===== src/rtl/rx_decimator_pkg.sv =====
// rx_decimator_pkg
// Shared constants, the CONFIG register layout and saturation helpers for
// the receive decimator (rx_decimator top and its per-channel CIC slice).
//   RX_CONFIG_ADDR : serial address of the CONFIG register
//   CFG_*          : bit positions of the CONFIG fields
//   ADC_W/OUT_W/RATE_W/ACC_W : datapath widths
//   DC_W/DC_SHIFT  : DC tracker width and time constant (RX_DC_OFFSET_EN)
package rx_decimator_pkg;

    localparam int ADC_W    = 12;
    localparam int OUT_W    = 16;
    localparam int RATE_W   = 8;
    localparam int ACC_W    = ADC_W + 2 * RATE_W;
    localparam int SHIFT_W  = 4;
    localparam int DC_W     = 22;
    localparam int DC_SHIFT = 10;

    localparam logic [6:0] RX_CONFIG_ADDR = 7'd8;

    localparam int CFG_RATE_LSB  = 0;
    localparam int CFG_SHIFT_LSB = 8;
    localparam int CFG_EN_BIT    = 31;

    // Number of dumps discarded after a restart while the combs fill up.
    localparam logic [1:0] WARMUP_DUMPS = 2'd2;

    typedef struct packed {
        logic                enable;
        logic [SHIFT_W-1:0]  shift;
        logic [RATE_W-1:0]   decimRateM1;
    } cfg_t;

    // Clamp an accumulator-width value into the signed output range.
    function automatic logic signed [OUT_W-1:0] satOut(input logic signed [ACC_W-1:0] v);
        logic [ACC_W-OUT_W:0] upper;
        upper = v[ACC_W-1:OUT_W-1];
        if (upper == '0 || upper == '1)
            satOut = v[OUT_W-1:0];
        else if (v[ACC_W-1])
            satOut = {1'b1, {(OUT_W-1){1'b0}}};
        else
            satOut = {1'b0, {(OUT_W-1){1'b1}}};
    endfunction

    // Clamp a one-bit-wider difference back into the ADC sample range.
    function automatic logic signed [ADC_W-1:0] satAdc(input logic [ADC_W:0] v);
        if (v[ADC_W] == v[ADC_W-1])
            satAdc = v[ADC_W-1:0];
        else if (v[ADC_W])
            satAdc = {1'b1, {(ADC_W-1){1'b0}}};
        else
            satAdc = {1'b0, {(ADC_W-1){1'b1}}};
    endfunction

endpackage


===== src/rtl/rx_decimator_if.sv =====
// rx_decimator_if
// Bundles the register bus, ADC pins and decimated outputs of rx_decimator.
//   reset_regs, serial_strobe, serial_addr[6:0], serial_data[31:0] : config bus
//   rx_a_a, rx_a_b [11:0]  : ADC I/Q samples
//   ch_0, ch_1 [15:0]      : decimated I/Q
//   rxstrobe               : one-cycle valid for ch_0/ch_1
//   debug_bus [15:0]       : {rxstrobe, enable, warmup, 4'b0, count}
// master modport = driver of pins/bus (host side), slave modport = decimator.
interface rx_decimator_if;
    import rx_decimator_pkg::*;

    logic                    reset_regs;
    logic                    serial_strobe;
    logic [6:0]              serial_addr;
    logic [31:0]             serial_data;
    logic signed [ADC_W-1:0] rx_a_a;
    logic signed [ADC_W-1:0] rx_a_b;
    logic signed [OUT_W-1:0] ch_0;
    logic signed [OUT_W-1:0] ch_1;
    logic                    rxstrobe;
    logic [15:0]             debug_bus;

    modport master (
        output reset_regs, serial_strobe, serial_addr, serial_data, rx_a_a, rx_a_b,
        input  ch_0, ch_1, rxstrobe, debug_bus
    );

    modport slave (
        input  reset_regs, serial_strobe, serial_addr, serial_data, rx_a_a, rx_a_b,
        output ch_0, ch_1, rxstrobe, debug_bus
    );

endinterface


===== src/rtl/rx_decimator_cic2_dec.sv =====
// rx_decimator_cic2_dec
// One channel of the decimator: input register, optional DC tracker,
// two integrators, two combs evaluated on dump, then shift and saturate.
//   rx_clk, reset : clock and asynchronous active-high reset
//   i_restart     : clears all channel state (config write / reset_regs)
//   i_enable      : datapath advances only while high
//   i_dump        : decimation instant, latches the comb result
//   i_shift       : arithmetic right shift applied before saturation
//   i_adc         : raw ADC sample
//   o_sample      : saturated output of the most recent dump
// Optional feature macro: RX_DC_OFFSET_EN (DC removal ahead of the CIC).
module rx_decimator_cic2_dec
    import rx_decimator_pkg::*;
(
    input  logic                      rx_clk,
    input  logic                      reset,
    input  logic                      i_restart,
    input  logic                      i_enable,
    input  logic                      i_dump,
    input  logic [SHIFT_W-1:0]        i_shift,
    input  logic signed [ADC_W-1:0]   i_adc,
    output logic signed [OUT_W-1:0]   o_sample
);

    logic signed [ADC_W-1:0] r_x;
    logic signed [ACC_W-1:0] r_int1;
    logic signed [ACC_W-1:0] r_int2;
    logic signed [ACC_W-1:0] r_d1;
    logic signed [ACC_W-1:0] r_d2;
    logic signed [ACC_W-1:0] r_c2;
    logic signed [ADC_W-1:0] w_src;
    logic signed [ACC_W-1:0] w_cicIn;
    logic signed [ACC_W-1:0] w_c1;
    logic signed [ACC_W-1:0] w_c2;
    logic signed [ACC_W-1:0] w_shifted;

`ifdef RX_DC_OFFSET_EN
    logic signed [DC_W-1:0]  r_dc;
    logic signed [ADC_W-1:0] r_xClean;
    logic signed [DC_W-1:0]  w_dcEst;
    logic [ADC_W:0]          w_diff;

    // The tracker is a leaky accumulator whose steady state is 2^DC_SHIFT
    // times the input mean, so dc >>> DC_SHIFT is the offset estimate.
    assign w_dcEst = r_dc >>> DC_SHIFT;
    assign w_diff  = {r_x[ADC_W-1], r_x} - {w_dcEst[ADC_W-1], w_dcEst[ADC_W-1:0]};

    // DC tracker and the corrected sample; the corrected sample is
    // registered, which costs one extra cycle of latency.
    always_ff @(posedge rx_clk or posedge reset) begin
        if (reset) begin
            r_dc     <= '0;
            r_xClean <= '0;
        end else if (i_restart) begin
            r_dc     <= '0;
            r_xClean <= '0;
        end else if (i_enable) begin
            r_dc     <= r_dc + {{(DC_W-ADC_W){r_x[ADC_W-1]}}, r_x} - w_dcEst;
            r_xClean <= satAdc(w_diff);
        end
    end

    assign w_src = r_xClean;
`else
    assign w_src = r_x;
`endif

    assign w_cicIn = {{(ACC_W-ADC_W){w_src[ADC_W-1]}}, w_src};

    // Comb stage is combinational off int2 and only committed on dump.
    // All arithmetic is modulo 2^ACC_W; the final comb output is exact
    // because ACC_W covers the full R^2 gain.
    assign w_c1 = r_int2 - r_d1;
    assign w_c2 = w_c1 - r_d2;

    // Input register, integrators and comb delay lines.
    always_ff @(posedge rx_clk or posedge reset) begin
        if (reset) begin
            r_x    <= '0;
            r_int1 <= '0;
            r_int2 <= '0;
            r_d1   <= '0;
            r_d2   <= '0;
            r_c2   <= '0;
        end else if (i_restart) begin
            r_x    <= '0;
            r_int1 <= '0;
            r_int2 <= '0;
            r_d1   <= '0;
            r_d2   <= '0;
            r_c2   <= '0;
        end else if (i_enable) begin
            r_x    <= i_adc;
            r_int1 <= r_int1 + w_cicIn;
            r_int2 <= r_int2 + r_int1;
            if (i_dump) begin
                r_d1 <= r_int2;
                r_d2 <= w_c1;
                r_c2 <= w_c2;
            end
        end
    end

    assign w_shifted = r_c2 >>> i_shift;
    assign o_sample  = satOut(w_shifted);

endmodule


===== src/rtl/rx_decimator.sv =====
// rx_decimator
// Receive front end: registers the I/Q ADC streams, decimates each by
// R = decim_rate_m1 + 1 with a 2nd-order CIC, scales, saturates to 16 bits
// and presents ch_0/ch_1 with a one-cycle rxstrobe.
//   rx_clk : sample clock, all logic on the rising edge
//   reset  : asynchronous active-high, clears all state
//   bus    : rx_decimator_if.slave (register bus, ADC pins, outputs)
// CONFIG register at REG_BASE: [7:0] decim_rate_m1, [11:8] shift, [31] enable.
// Optional feature macro: RX_DC_OFFSET_EN (enables DC removal in each channel).
module rx_decimator
    import rx_decimator_pkg::*;
#(
    parameter logic [6:0] REG_BASE = RX_CONFIG_ADDR
) (
    input  logic             rx_clk,
    input  logic             reset,
    rx_decimator_if.slave    bus
);

    cfg_t                    r_cfg;
    logic [RATE_W-1:0]       r_count;
    logic [1:0]              r_warmup;
    logic                    r_pending;
    logic                    r_rxstrobe;
    logic signed [OUT_W-1:0] r_ch0;
    logic signed [OUT_W-1:0] r_ch1;
    logic signed [OUT_W-1:0] w_ch0;
    logic signed [OUT_W-1:0] w_ch1;
    logic                    w_cfgWrite;
    logic                    w_restart;
    logic                    w_dump;
    logic [RATE_W-1:0]       w_reloadM1;
    logic                    w_unusedData;

    assign w_cfgWrite   = bus.serial_strobe && (bus.serial_addr == REG_BASE);
    assign w_restart    = bus.reset_regs || w_cfgWrite;
    assign w_dump       = r_cfg.enable && (r_count == '0);
    assign w_reloadM1   = bus.reset_regs ? '0 : bus.serial_data[CFG_RATE_LSB +: RATE_W];
    assign w_unusedData = ^bus.serial_data[CFG_EN_BIT-1:CFG_SHIFT_LSB+SHIFT_W];

    // CONFIG register; reset_regs outranks a simultaneous bus write.
    always_ff @(posedge rx_clk or posedge reset) begin
        if (reset) begin
            r_cfg <= '0;
        end else if (bus.reset_regs) begin
            r_cfg <= '0;
        end else if (w_cfgWrite) begin
            r_cfg.enable      <= bus.serial_data[CFG_EN_BIT];
            r_cfg.shift       <= bus.serial_data[CFG_SHIFT_LSB +: SHIFT_W];
            r_cfg.decimRateM1 <= bus.serial_data[CFG_RATE_LSB +: RATE_W];
        end
    end

    // Decimation counter, warmup and strobe generation. A restart wins over
    // a coincident dump or pending strobe so no value from the old rate can
    // leak out. The dump is flagged in r_pending and the output is taken one
    // cycle later, once the comb result has been registered in the channels.
    always_ff @(posedge rx_clk or posedge reset) begin
        if (reset) begin
            r_count    <= '0;
            r_warmup   <= '0;
            r_pending  <= 1'b0;
            r_rxstrobe <= 1'b0;
            r_ch0      <= '0;
            r_ch1      <= '0;
        end else begin
            r_rxstrobe <= 1'b0;
            if (w_restart) begin
                r_count   <= w_reloadM1;
                r_warmup  <= WARMUP_DUMPS;
                r_pending <= 1'b0;
            end else if (r_cfg.enable) begin
                r_count   <= w_dump ? r_cfg.decimRateM1 : r_count - RATE_W'(1);
                r_pending <= w_dump;
                if (r_pending) begin
                    if (r_warmup == '0) begin
                        r_ch0      <= w_ch0;
                        r_ch1      <= w_ch1;
                        r_rxstrobe <= 1'b1;
                    end else begin
                        r_warmup <= r_warmup - 2'd1;
                    end
                end
            end
        end
    end

    rx_decimator_cic2_dec u_cicI (
        .rx_clk    (rx_clk),
        .reset     (reset),
        .i_restart (w_restart),
        .i_enable  (r_cfg.enable),
        .i_dump    (w_dump),
        .i_shift   (r_cfg.shift),
        .i_adc     (bus.rx_a_a),
        .o_sample  (w_ch0)
    );

    rx_decimator_cic2_dec u_cicQ (
        .rx_clk    (rx_clk),
        .reset     (reset),
        .i_restart (w_restart),
        .i_enable  (r_cfg.enable),
        .i_dump    (w_dump),
        .i_shift   (r_cfg.shift),
        .i_adc     (bus.rx_a_b),
        .o_sample  (w_ch1)
    );

    assign bus.ch_0      = r_ch0;
    assign bus.ch_1      = r_ch1;
    assign bus.rxstrobe  = r_rxstrobe;
    assign bus.debug_bus = {r_rxstrobe, r_cfg.enable, r_warmup, 4'b0000, r_count};

endmodule


===== src/flat_wrapper.sv =====
// flat-port wrapper written by rule: the top's interface ports become plain ports
module rx_decimator_flat import rx_decimator_pkg::*;
#(
    parameter logic [6:0] REG_BASE = RX_CONFIG_ADDR
)
  (rx_clk, reset, bus_reset_regs, bus_serial_strobe, bus_serial_addr, bus_serial_data, bus_rx_a_a, bus_rx_a_b, bus_ch_0, bus_ch_1, bus_rxstrobe, bus_debug_bus);
  rx_decimator_if bus_i ();
  input  logic rx_clk;
  input  logic reset;
  input wire logic [$bits(bus_i.reset_regs)-1:0] bus_reset_regs;
  input wire logic [$bits(bus_i.serial_strobe)-1:0] bus_serial_strobe;
  input wire logic [$bits(bus_i.serial_addr)-1:0] bus_serial_addr;
  input wire logic [$bits(bus_i.serial_data)-1:0] bus_serial_data;
  input wire logic [$bits(bus_i.rx_a_a)-1:0] bus_rx_a_a;
  input wire logic [$bits(bus_i.rx_a_b)-1:0] bus_rx_a_b;
  output wire logic [$bits(bus_i.ch_0)-1:0] bus_ch_0;
  output wire logic [$bits(bus_i.ch_1)-1:0] bus_ch_1;
  output wire logic [$bits(bus_i.rxstrobe)-1:0] bus_rxstrobe;
  output wire logic [$bits(bus_i.debug_bus)-1:0] bus_debug_bus;
  assign bus_i.reset_regs = bus_reset_regs;
  assign bus_i.serial_strobe = bus_serial_strobe;
  assign bus_i.serial_addr = bus_serial_addr;
  assign bus_i.serial_data = bus_serial_data;
  assign bus_i.rx_a_a = bus_rx_a_a;
  assign bus_i.rx_a_b = bus_rx_a_b;
  assign bus_ch_0 = bus_i.ch_0;
  assign bus_ch_1 = bus_i.ch_1;
  assign bus_rxstrobe = bus_i.rxstrobe;
  assign bus_debug_bus = bus_i.debug_bus;
  rx_decimator #(.REG_BASE(REG_BASE)) u_core (.rx_clk(rx_clk), .reset(reset), .bus(bus_i));
endmodule

===== config.mk =====
export PLATFORM = sky130hd
export DESIGN_NAME = rx_decimator_flat
export DESIGN_NICKNAME = d
export VERILOG_FILES = /design/src/rtl/rx_decimator_pkg.sv /design/src/rtl/rx_decimator_if.sv /design/src/rtl/rx_decimator_cic2_dec.sv /design/src/rtl/rx_decimator.sv /design/src/flat_wrapper.sv
export SDC_FILE = /design/constraint.sdc
export NUM_CORES = 1
export LEC_CHECK = 0
export BUFFER_PORTS_ARGS = -buffer_cell sky130_fd_sc_hd__buf_4
export CAP_MARGIN = 10
export CORE_MARGIN = 3
export CORE_UTILIZATION = 55
export DETAILED_ROUTE_END_ITERATION = 6
export PLACE_DENSITY = 0.75
export SYNTH_ARGS = -nofsm -noshare
export SYNTH_HDL_FRONTEND = slang
export SYNTH_SLANG_ARGS = --single-unit

===== constraint.sdc =====
create_clock -name rx_clk -period 12.82 [get_ports rx_clk]
set_clock_uncertainty 0.05 [all_clocks]
set_input_delay 3.205 -clock rx_clk [delete_from_list [all_inputs] [get_ports rx_clk]]
set_output_delay 3.205 -clock rx_clk [all_outputs]
set_load 0.01 [all_outputs]

# Word level (Yosys, flattened, before mapping)
# Cells that the tools add are included.
word_totals:
  out_inout_bits: 49
  ff_bits: 361
  wordCells: 104
  in_bits: 67
classes:
  addsub: 10
  n_reduce_logical: 16
  shifts: 2
  mux: 50
  bitwise_logic: 1
  n_eq_ne: 4
ops:
  columns: ["operator", "count"]
  rows:
  - ["2-to-1 mux 28 bit", 26]
  - ["subtractor 28 bit", 4]
  - ["2-to-1 mux 16 bit", 4]
  - ["adder 28 x 12 -> 28 bit", 2]
  - ["adder 28 bit", 2]
  - [">>> shifter 28 x 4 -> 28 bit", 2]
  - ["2-to-1 mux 12 bit", 4]
  - ["2-to-1 mux 8 bit", 4]
  - ["equality test 13 bit (second input constant)", 2]
  - ["logical NOT 13 bit", 2]
  - ["2-to-1 mux 13 bit", 2]
  - ["logical NOT 8 bit", 1]
  - ["2-to-1 mux 2 bit", 4]
  - ["nonzero test 2 bit", 4]
  - ["subtractor 8 x 1 -> 8 bit (second input constant)", 1]
  - ["equality test 7 x 4 -> 1 bit (second input constant)", 1]
  - ["2-to-1 mux 1 bit", 6]
  - ["AND reduction 4 bit", 1]
  - ["logical OR 1 bit", 3]
  - ["AND reduction 3 bit", 1]
  - ["logical AND 1 bit", 2]
  - ["logical NOT 2 bit", 1]
  - ["!= test 2 bit (second input constant)", 1]
  - ["AND reduction 2 bit", 1]
  - ["2 further kinds", 2]

# Longest topological paths before layout
# Gate-level depths: netlist of run 1.
logic_depth:
  word_depth: 5
  ltp_mapped: 25
  ltp_nobuf: 25

# Modules after synthesis
# Synthesis of run 1 repeated with hierarchy kept, for this count alone.
unflattened:
  cells_unflattened: 2972
  hier_area_um2: 27102.2
modules_own_cells:
  columns: ["module", "seq_area_each_um2", "cells_per_inst", "instances", "area_per_inst_um2"]
  rows:
  - ["rx_decimator_cic2_dec at u_core.u_cicI", 3803.6, 1355, 1, 12256.8]
  - ["rx_decimator_cic2_dec at u_core.u_cicQ", 3803.6, 1384, 1, 12160.4]
  - ["rx_decimator", 1426.4, 233, 1, 2685.1]

# Worst setup path before layout of run 1
# OpenSTA, ideal clock, no wires.
synth_timing:
  path_type: "input-to-reg"
  startpoint: "input port bus_serial_addr[1]"
  endpoint: "register u_core.r_pending"
  arrival_time_ps: 4614
  slack_ps: 8024
  n_path_buf: 3
  setup_time_ps: 132
  t_required_ps: 12638
  cell_stages: 7
  cell_sequence: "nor4b_1 -> nand2_1 -> nand2b_1 -> clkbuf_1 -> clkbuf_1 -> clkbuf_1 -> nor2_1"
synth_via:
  elab_chain_len: 4
  word_cells_on_any_way: 5
  cone_classes: "eq/ne (1); mux (1); reduce/logical (3)"
synth_rtl:
  columns: ["item", "line", "text"]
  rows:
  - ["start, declared", "flat_wrapper.sv:12", "input wire logic [$bits(bus_i.serial_addr)-1:0] bus_serial_addr;"]
  - ["equality test 7 x 4 -> 1 bit (*)", "rx_decimator.sv:35", "assign w_cfgWrite = bus.serial_strobe && (bus.serial_addr == REG_BASE);"]
  - ["logical AND 1 bit (*)", "rx_decimator.sv:35", null]
  - ["logical OR 1 bit (*)", "rx_decimator.sv:36", "assign w_restart = bus.reset_regs || w_cfgWrite;"]
  - ["2-to-1 mux 1 bit or nonzero test 2 bit (tied branches)", null, null]
  - ["end signal, assigned", "rx_decimator.sv:74", "r_pending <= w_dump;"]
  - ["end, declared", "rx_decimator.sv:23", "logic r_pending;"]
# Mark *: on every way between the ends. The rest lies on a longest branch, timed or not.
# A chain may end at the register's enable or synchronous reset.

# Worst setup path after layout of run 1
layout_timing:
  startpoint: "input port bus_serial_addr[5]"
  endpoint: "register u_core.r_ch1[15], in the netlist u_core.bus.ch_1[15]"
layout_via:
  elab_chain_len: 5
layout_rtl:
  columns: ["item", "line", "text"]
  rows:
  - ["equality test 7 x 4 -> 1 bit", "rx_decimator.sv:35", null]
  - ["logical AND 1 bit", "rx_decimator.sv:35", null]
  - ["logical OR 1 bit", "rx_decimator.sv:36", null]
  - ["NOT 1 bit (no line)", null, null]
  - ["AND reduction 4 bit (no line)", null, null]
  - ["end signal, assigned", "rx_decimator.sv:78", "r_ch1 <= w_ch1;"]
  - ["end, declared", "rx_decimator.sv:26", "logic signed [OUT_W-1:0] r_ch1;"]
# Every way passes these cells.

==> out/metrics.cfg, run 1 <==
[status]
status = finished clean

[routing]
drc = 0
via_per_inst = 5.82
drt_wl_total_mm = 62.0
first_iter_violations = 1583
wl_per_cell_um = 15.4
antenna_left = 0
drt_pass1_iterations = 6
num_vias = 23400

[die]
coreArea_um2 = 49200
die_y_um = 229
ios = 116
rows = 81
die-width_um = 229
start_util_pct = 55.8
dieArea_um2 = 52600

[synth]
ys.flop_type = dfrtp_1
synthTopCellsByCount = 559 x nand2_1, 404 x a21oi_1, 361 x dfrtp_1
synth_area_um2 = 27500
synth_top_area_share_pct = 32.9
async_reset_ff_share_pct = 100
synthTopCellsByArea = dfrtp_1 33%, ha_1 9.9%, nand2_1 7.6%
synth_cell_types = 84
synth_most_common_cell = nand2_1
ys_seq_area_share_pct = 32.9
synth_area_leader_cell = dfrtp_1
syn_avg_cell_area_um2 = 8.25
yosys_warnings = 0
ys_seq_elements = 361
synth_cells = 3328
synth_edf_count = 0

[clock_tree]
cts-htree-levels = 2
post_cts_buffers = 0
cts_tree = done
cts.clk_slew.worst_paths_ns = 0.06
cts_sinks = 361
cts_root_buf = clkbuf_16
cts_hold_buf = 0
clk_latency_ns = 0.58
cts-buffers-inserted = 42
clk_path_buf_depth = 3
cts_resized = 0

[global_route]
grt_start_max_net_pins = 186
first_global_vias = 22400
antenna_found_initial = 0
overflow = 0
grt.total_usage_pct = 23.3
grt_first_pass_wirelength_mm = 107

[sta]
tightest_slew_ns = 1.24
tns_ns = 0
rsz0062_at_grt = false
clock.fmax_mhz = 152
setup-violations-final = 0
fin_crit_sh_pct = 51.2
min_period_ns = 6.56
finalMaxSlewViolations = 0
maxSlewHeadroom_pct = 17.1
hold_viol = 0

[critical_path]
crit_type = primary input to flip-flop
end_kind = flip-flop
setup.worst_path.start_class = primary input
crit_required_ns = 13.22
arrival_ns = 6.96
critical_path.max_fanout = 102

[layout]
layout-drive-gt1-share_pct = 8.05
nets = 3613
syn2layout_area_growth_pct = 9.03
layout.cells.non_filler = 4016
diodes = 0

[power_and_ir_drop]
share_seq_of_total_power_pct = 45.4
clockPowerShare_pct = 49.6
power.internal_w = 0.00196
p_leak_nw = 13.7
power.switching_w = 0.000579
peakVddDrop_v = 0.0000713
pwr_density_cell_nw_per_um2 = 85.0
switching_share_pct = 22.8
total_power_w = 0.00254
pwr-share-comb_pct = 5.0

[run]
cap_violations = 0

[placed_design]
dp.cells = 3939
gp_congestion = 0.909
detailed_place_hpwl_mm = 43.8
io_buffers = 92

[worst_hold_path]
hold_class = flip-flop to flip-flop

cell families (layout without fill, tap and decap cells):
logic type	count (synthesis)	count (layout)	synth area share (%)
simple gates	1089	1089	17.0
other cells	1	4	0.0137
buf+inv	321	342	4.77
xor+xnor	183	183	5.89
compound gates	955	955	21.1
fa+ha+maj	226	226	10.5
flops	361	361	32.9
mux	192	192	7.82
metrics by stage:
| stage | instance area, um^2 | utilization [%] | hold WS [ns] | setup slack, ns |
|---|---|---|---|---|
| finish | 29900 | 60.9 | 0.425 | 6.26 |
| global route | 29900 | 60.9 | 0.450 | 5.82 |
| CTS | 29900 | 60.8 | 0.430 | 6.24 |
| detailed placement | 28400 | 57.8 | 0.416 | 5.65 |
| global placement | 28400 | 57.8 | 0.413 | 5.73 |
| floorplan | 27500 | - | 0.400 | 4.72 |
final timing paths:
check / cells after the start / endpoint / from / slack, ns
min in group asynchronous: 2 / u_core.bus.ch_1[2]$_DFFE_PP0P_ / reset / 2.75
setup / recovery: 10 / u_core.bus.ch_1[15]$_DFFE_PP0P_ / bus_serial_addr[5] / 6.26
setup reg to reg: 21 / u_core.u_cicQ.r_c2[27]$_DFFE_PP0P_ / u_core.u_cicQ.r_int2[0]$_DFFE_PP0P_ / 7.53
max in group asynchronous: 4 / u_core.bus.debug_bus[14]$_DFFE_PP0N_ / reset / 7.54
hold reg to reg: 1 / u_core.r_cfg[0]$_DFFE_PP0N_ / u_core.r_cfg[0]$_DFFE_PP0N_ / 0.43
hold / removal: 1 / u_core.r_cfg[0]$_DFFE_PP0N_ / u_core.r_cfg[0]$_DFFE_PP0N_ / 0.43
power by group through the flow:
| stage | combinational (W) | clock, W | sequential, W |
|---|---|---|---|
| 3_5_place_dp | 0.000128 | 0 | 0.00117 |
| 2_1_floorplan | 0.0000807 | 0 | 0.00118 |
| 6_report | 0.000127 | 0.00126 | 0.00115 |
| 4_1_cts | 0.000129 | 0.00129 | 0.00115 |
| 3_3_place_gp | 0.000126 | 0 | 0.00117 |
| 5_1_grt | 0.000143 | 0.00134 | 0.00115 |
critical path, cell delays in order:
cell	delay (ns)
buf_4	0.11
nor4b_1	0.37
nand2_1	0.09
buf_4	0.24
nand2b_4	0.69
buf_4	0.93
or3_2	0.96
inv_1	0.15
nand2_1	0.12
nand2_1	0.06
cells in the final DEF (no fill, tap or decap), drive strengths merged, types with 9 or more instances in the layout:
cell type	Yosys	final
nor3	40	40
clkbuf	124	59
a31oi	37	37
nand3b	10	10
a31o	14	14
o21a	27	27
a21o	109	109
o31ai	15	15
xnor2	127	127
o211ai	22	22
nor2	279	279
or2	10	10
mux2i	147	147
buf	40	109
o21bai	26	26
a221oi	9	9
nand3	59	59
dfrtp	361	361
nand2	559	559
o21ai	192	192
a21oi	405	405
ha	218	218
a211oi	36	36
inv	156	155
or3	21	21
nor2b	23	23
clkinv	1	9
and3	22	22
mux2	31	31
mux4	14	14
nand2b	15	15
xor2	55	55
nand4	14	14
flip-flops by register name, indices dropped and copies added, names as in the netlist, 28 cells and up:
register and count:
u_core.u_cicI.r_c2 28, u_core.u_cicI.r_d1 28, u_core.u_cicI.r_d2 28, u_core.u_cicI.r_int1 28, u_core.u_cicI.r_int2 28, u_core.u_cicQ.r_c2 28, u_core.u_cicQ.r_d1 28, u_core.u_cicQ.r_d2 28
u_core.u_cicQ.r_int1 28, u_core.u_cicQ.r_int2 28
metal layers:
| layer | up-vias | global-route usage (%) | wire [um] |
|---|---|---|---|
| met1 | 11100 | 33.0 | 29900 |
| li1 | 11700 | - | - |
| met5 | - | 0 | 0 |
| met3 | 91 | 2.65 | 2540 |
| met2 | 507 | 38.4 | 28400 |
| met4 | 0 | 5.82 | 1100 |
cell type report:
| type | count | area (um^2) |
|---|---|---|
| tap | 664 | 831 |
| multi-input combinational | 2649 | 17100 |
| fill | 4193 | 19200 |
| inverter | 157 | 593 |
| clock inverter | 17 | 246 |
| timing repair buffer | 109 | 851 |
| clock buffer | 59 | 1230 |
| sequential | 361 | 9040 |
Power figures use the tool's default switching activity.
==> inputs of run 2 (changes only) <==
PLACE_DENSITY = 0.72   (was 0.75)
clock period = 6.7 ns   (was 12.82 ns; I/O delays follow)
==> run 2 against run 1 <==
Compared with the run above: final area decreased by 0.31%; power is 86% higher; worst setup slack lost 4.8 ns; register-to-register slack got worse by 6.1 ns; non-clock buffer count rose by 3; sequential power rose by 92%; critical endpoint is now u_core.u_cicQ.r_c2[27]$_DFFE_PP0P_; largest power group unchanged; highest routed layer unchanged.
==> out/metrics.cfg, run 2 (same netlist as run 1, synthesis figures left out) <==
[critical_path]
reg2regPathDepth = 21
critical_path.max_fanout = 5
slowest_delay_ns = 0.57
crit_required_ns = 7.11
slowest_stage = o41ai_1
reg2reg_slack_ns = 1.45
crit_type = flip-flop to flip-flop
path_depth = 21
worstReg2RegEnd = u_core.u_cicQ.r_c2[27]$_DFFE_PP0P_
critPathCapture = u_core.u_cicQ.r_c2[27]$_DFFE_PP0P_
setup.worst_path.start_class = flip-flop
worst-path-buf-inv = 2
end_kind = flip-flop
cp-startpoint = u_core.u_cicQ.r_int2[0]$_DFFE_PP0P_
crit_top_cell = a21oi_1
arrival_ns = 5.66
crit_family = compound AO/OA/AOI/OAI gates
rr_startpoint = u_core.u_cicQ.r_int2[0]$_DFFE_PP0P_
cp_cell_sequence = inv_1, ha_1, inv_1, fa_1, a21o_1, a21oi_1, o21a_1, o31ai_1, o41ai_1, o21ai_0, a21oi_1, xnor2_1, ha_1, a21o_1, a21oi_1, nor2b_1, a21oi_1, a21oi_1, a31oi_1, xor3_1, a22o_1

[routing]
drc = 0
drt_wl_total_mm = 61.4
antenna_left = 0
first_iter_violations = 1697
wl_per_cell_um = 15.3
via_per_inst = 5.76
drt_pass1_iterations = 6
num_vias = 23100

[sta]
clock.fmax_mhz = 191
min_period_ns = 5.25
maxSlewHeadroom_pct = 25.5
tightest_slew_ns = 1.12
tns_ns = 0
setup-violations-final = 0
fin_crit_sh_pct = 78.3
hold_viol = 0
rsz0062_at_grt = false
finalMaxSlewViolations = 0
holdWs_ns = 0.426

[die]
start_util_pct = 55.8
coreArea_um2 = 49200
dieArea_um2 = 52600
ios = 116
rows = 81
die_y_um = 229
die-width_um = 229

[power_and_ir_drop]
power.switching_w = 0.00110
clockPowerShare_pct = 48.2
power.internal_w = 0.00363
pwr_density_cell_nw_per_um2 = 159
share_seq_of_total_power_pct = 46.7
pwr-share-comb_pct = 5.2
switching_share_pct = 23.2
total_power_w = 0.00473
peakVddDrop_v = 0.000137
p_leak_nw = 13.6

[run]
cap_violations = 0

[clock_tree]
clk_path_buf_depth = 3
cts-htree-levels = 2
cts_sinks = 361
cts.clk_slew.worst_paths_ns = 0.06
cts_hold_buf = 0
cts-buffers-inserted = 43
clk_latency_ns = 0.58
cts_tree = done
post_cts_buffers = 0
cts_root_buf = clkbuf_16
cts_resized = 0

[placed_design]
gp_congestion = 0.896
dpl_cell_area_um2 = 28500
io_buffers = 92
detailed_place_hpwl_mm = 43.5

[global_route]
first_global_vias = 22000
grt_first_pass_wirelength_mm = 105
antenna_found_initial = 0
overflow = 0
grt.total_usage_pct = 22.9
grt_start_max_net_pins = 166

[layout]
layout-drive-gt1-share_pct = 8.11
syn2layout_area_growth_pct = 8.69
final_common_cell = nand2_1
layout_common_cells = 559 x nand2_1, 404 x a21oi_1, 357 x dfrtp_1
seq_area_um2 = 9040
utilization_pct = 60.7
multiInputGateArea_um2 = 17100
final_area_um2 = 29800
fillCellCount = 4296
nets = 3617
diodes = 0

[status]
status = finished clean

[worst_hold_path]
hold_class = flip-flop to flip-flop

[run 2: tightest hold or removal path: stages, from the launching register on]
cell and delay, ns:
dfrtp_1 0.33, nand2_1 0.05, o21ai_0 0.06
[run 2: worst min path at each step]
stage,startpoint,endpoint,slack [ns],cells after the start
final,u_core.bus.ch_0[14]$_DFFE_PP0P_,u_core.bus.ch_0[14]$_DFFE_PP0P_,0.43,2
after global routing,u_core.bus.ch_0[14]$_DFFE_PP0P_,u_core.bus.ch_0[14]$_DFFE_PP0P_,0.45,2
after detailed placement,u_core.r_cfg[0]$_DFFE_PP0N_,u_core.r_cfg[0]$_DFFE_PP0N_,0.42,1
after CTS,u_core.r_cfg[0]$_DFFE_PP0N_,u_core.r_cfg[0]$_DFFE_PP0N_,0.43,1
after floorplan,u_core.r_cfg[0]$_DFFE_PP0N_,u_core.r_cfg[0]$_DFFE_PP0N_,0.40,1
after global placement,u_core.bus.ch_1[15]$_DFFE_PP0P_,u_core.bus.ch_1[15]$_DFFE_PP0P_,0.41,2
[run 2: power groups by stage]
stage               logic [W]  clock network, W  registers (W)
global route         0.000274           0.00242        0.00221
global placement     0.000243                 0        0.00225
floorplan            0.000154                 0        0.00225
finish               0.000244           0.00228        0.00221
detailed placement   0.000248                 0        0.00225
CTS                  0.000248           0.00234        0.00221
[run 2: cell type report]
class	count	share of cell area [%]
sequential	361	30.3
tap	664	2.78
clock inverter	21	0.675
inverter	157	1.99
multi-input combinational	2649	57.4
clock buffer	53	3.90
timing repair buffer	112	2.90
[run 2: per-layer routing]
metal  up-vias  part of all wire [%]  track usage, %
met5         -                     0               0
met2       437                    45            36.7
met1     10900                    49            32.9
met4         0                   1.7            5.98
li1      11700                     -               -
met3        70                   4.2            2.94
[run 2: through the flow]
step | instances | setup WS [ns]
2_1_floorplan | 3331 | 0.135
3_3_place_gp | 3943 | 1.59
3_5_place_dp | 3943 | 1.48
4_1_cts | 4017 | 1.46
5_1_grt | 4017 | 1.02
6_report | 4017 | 1.45
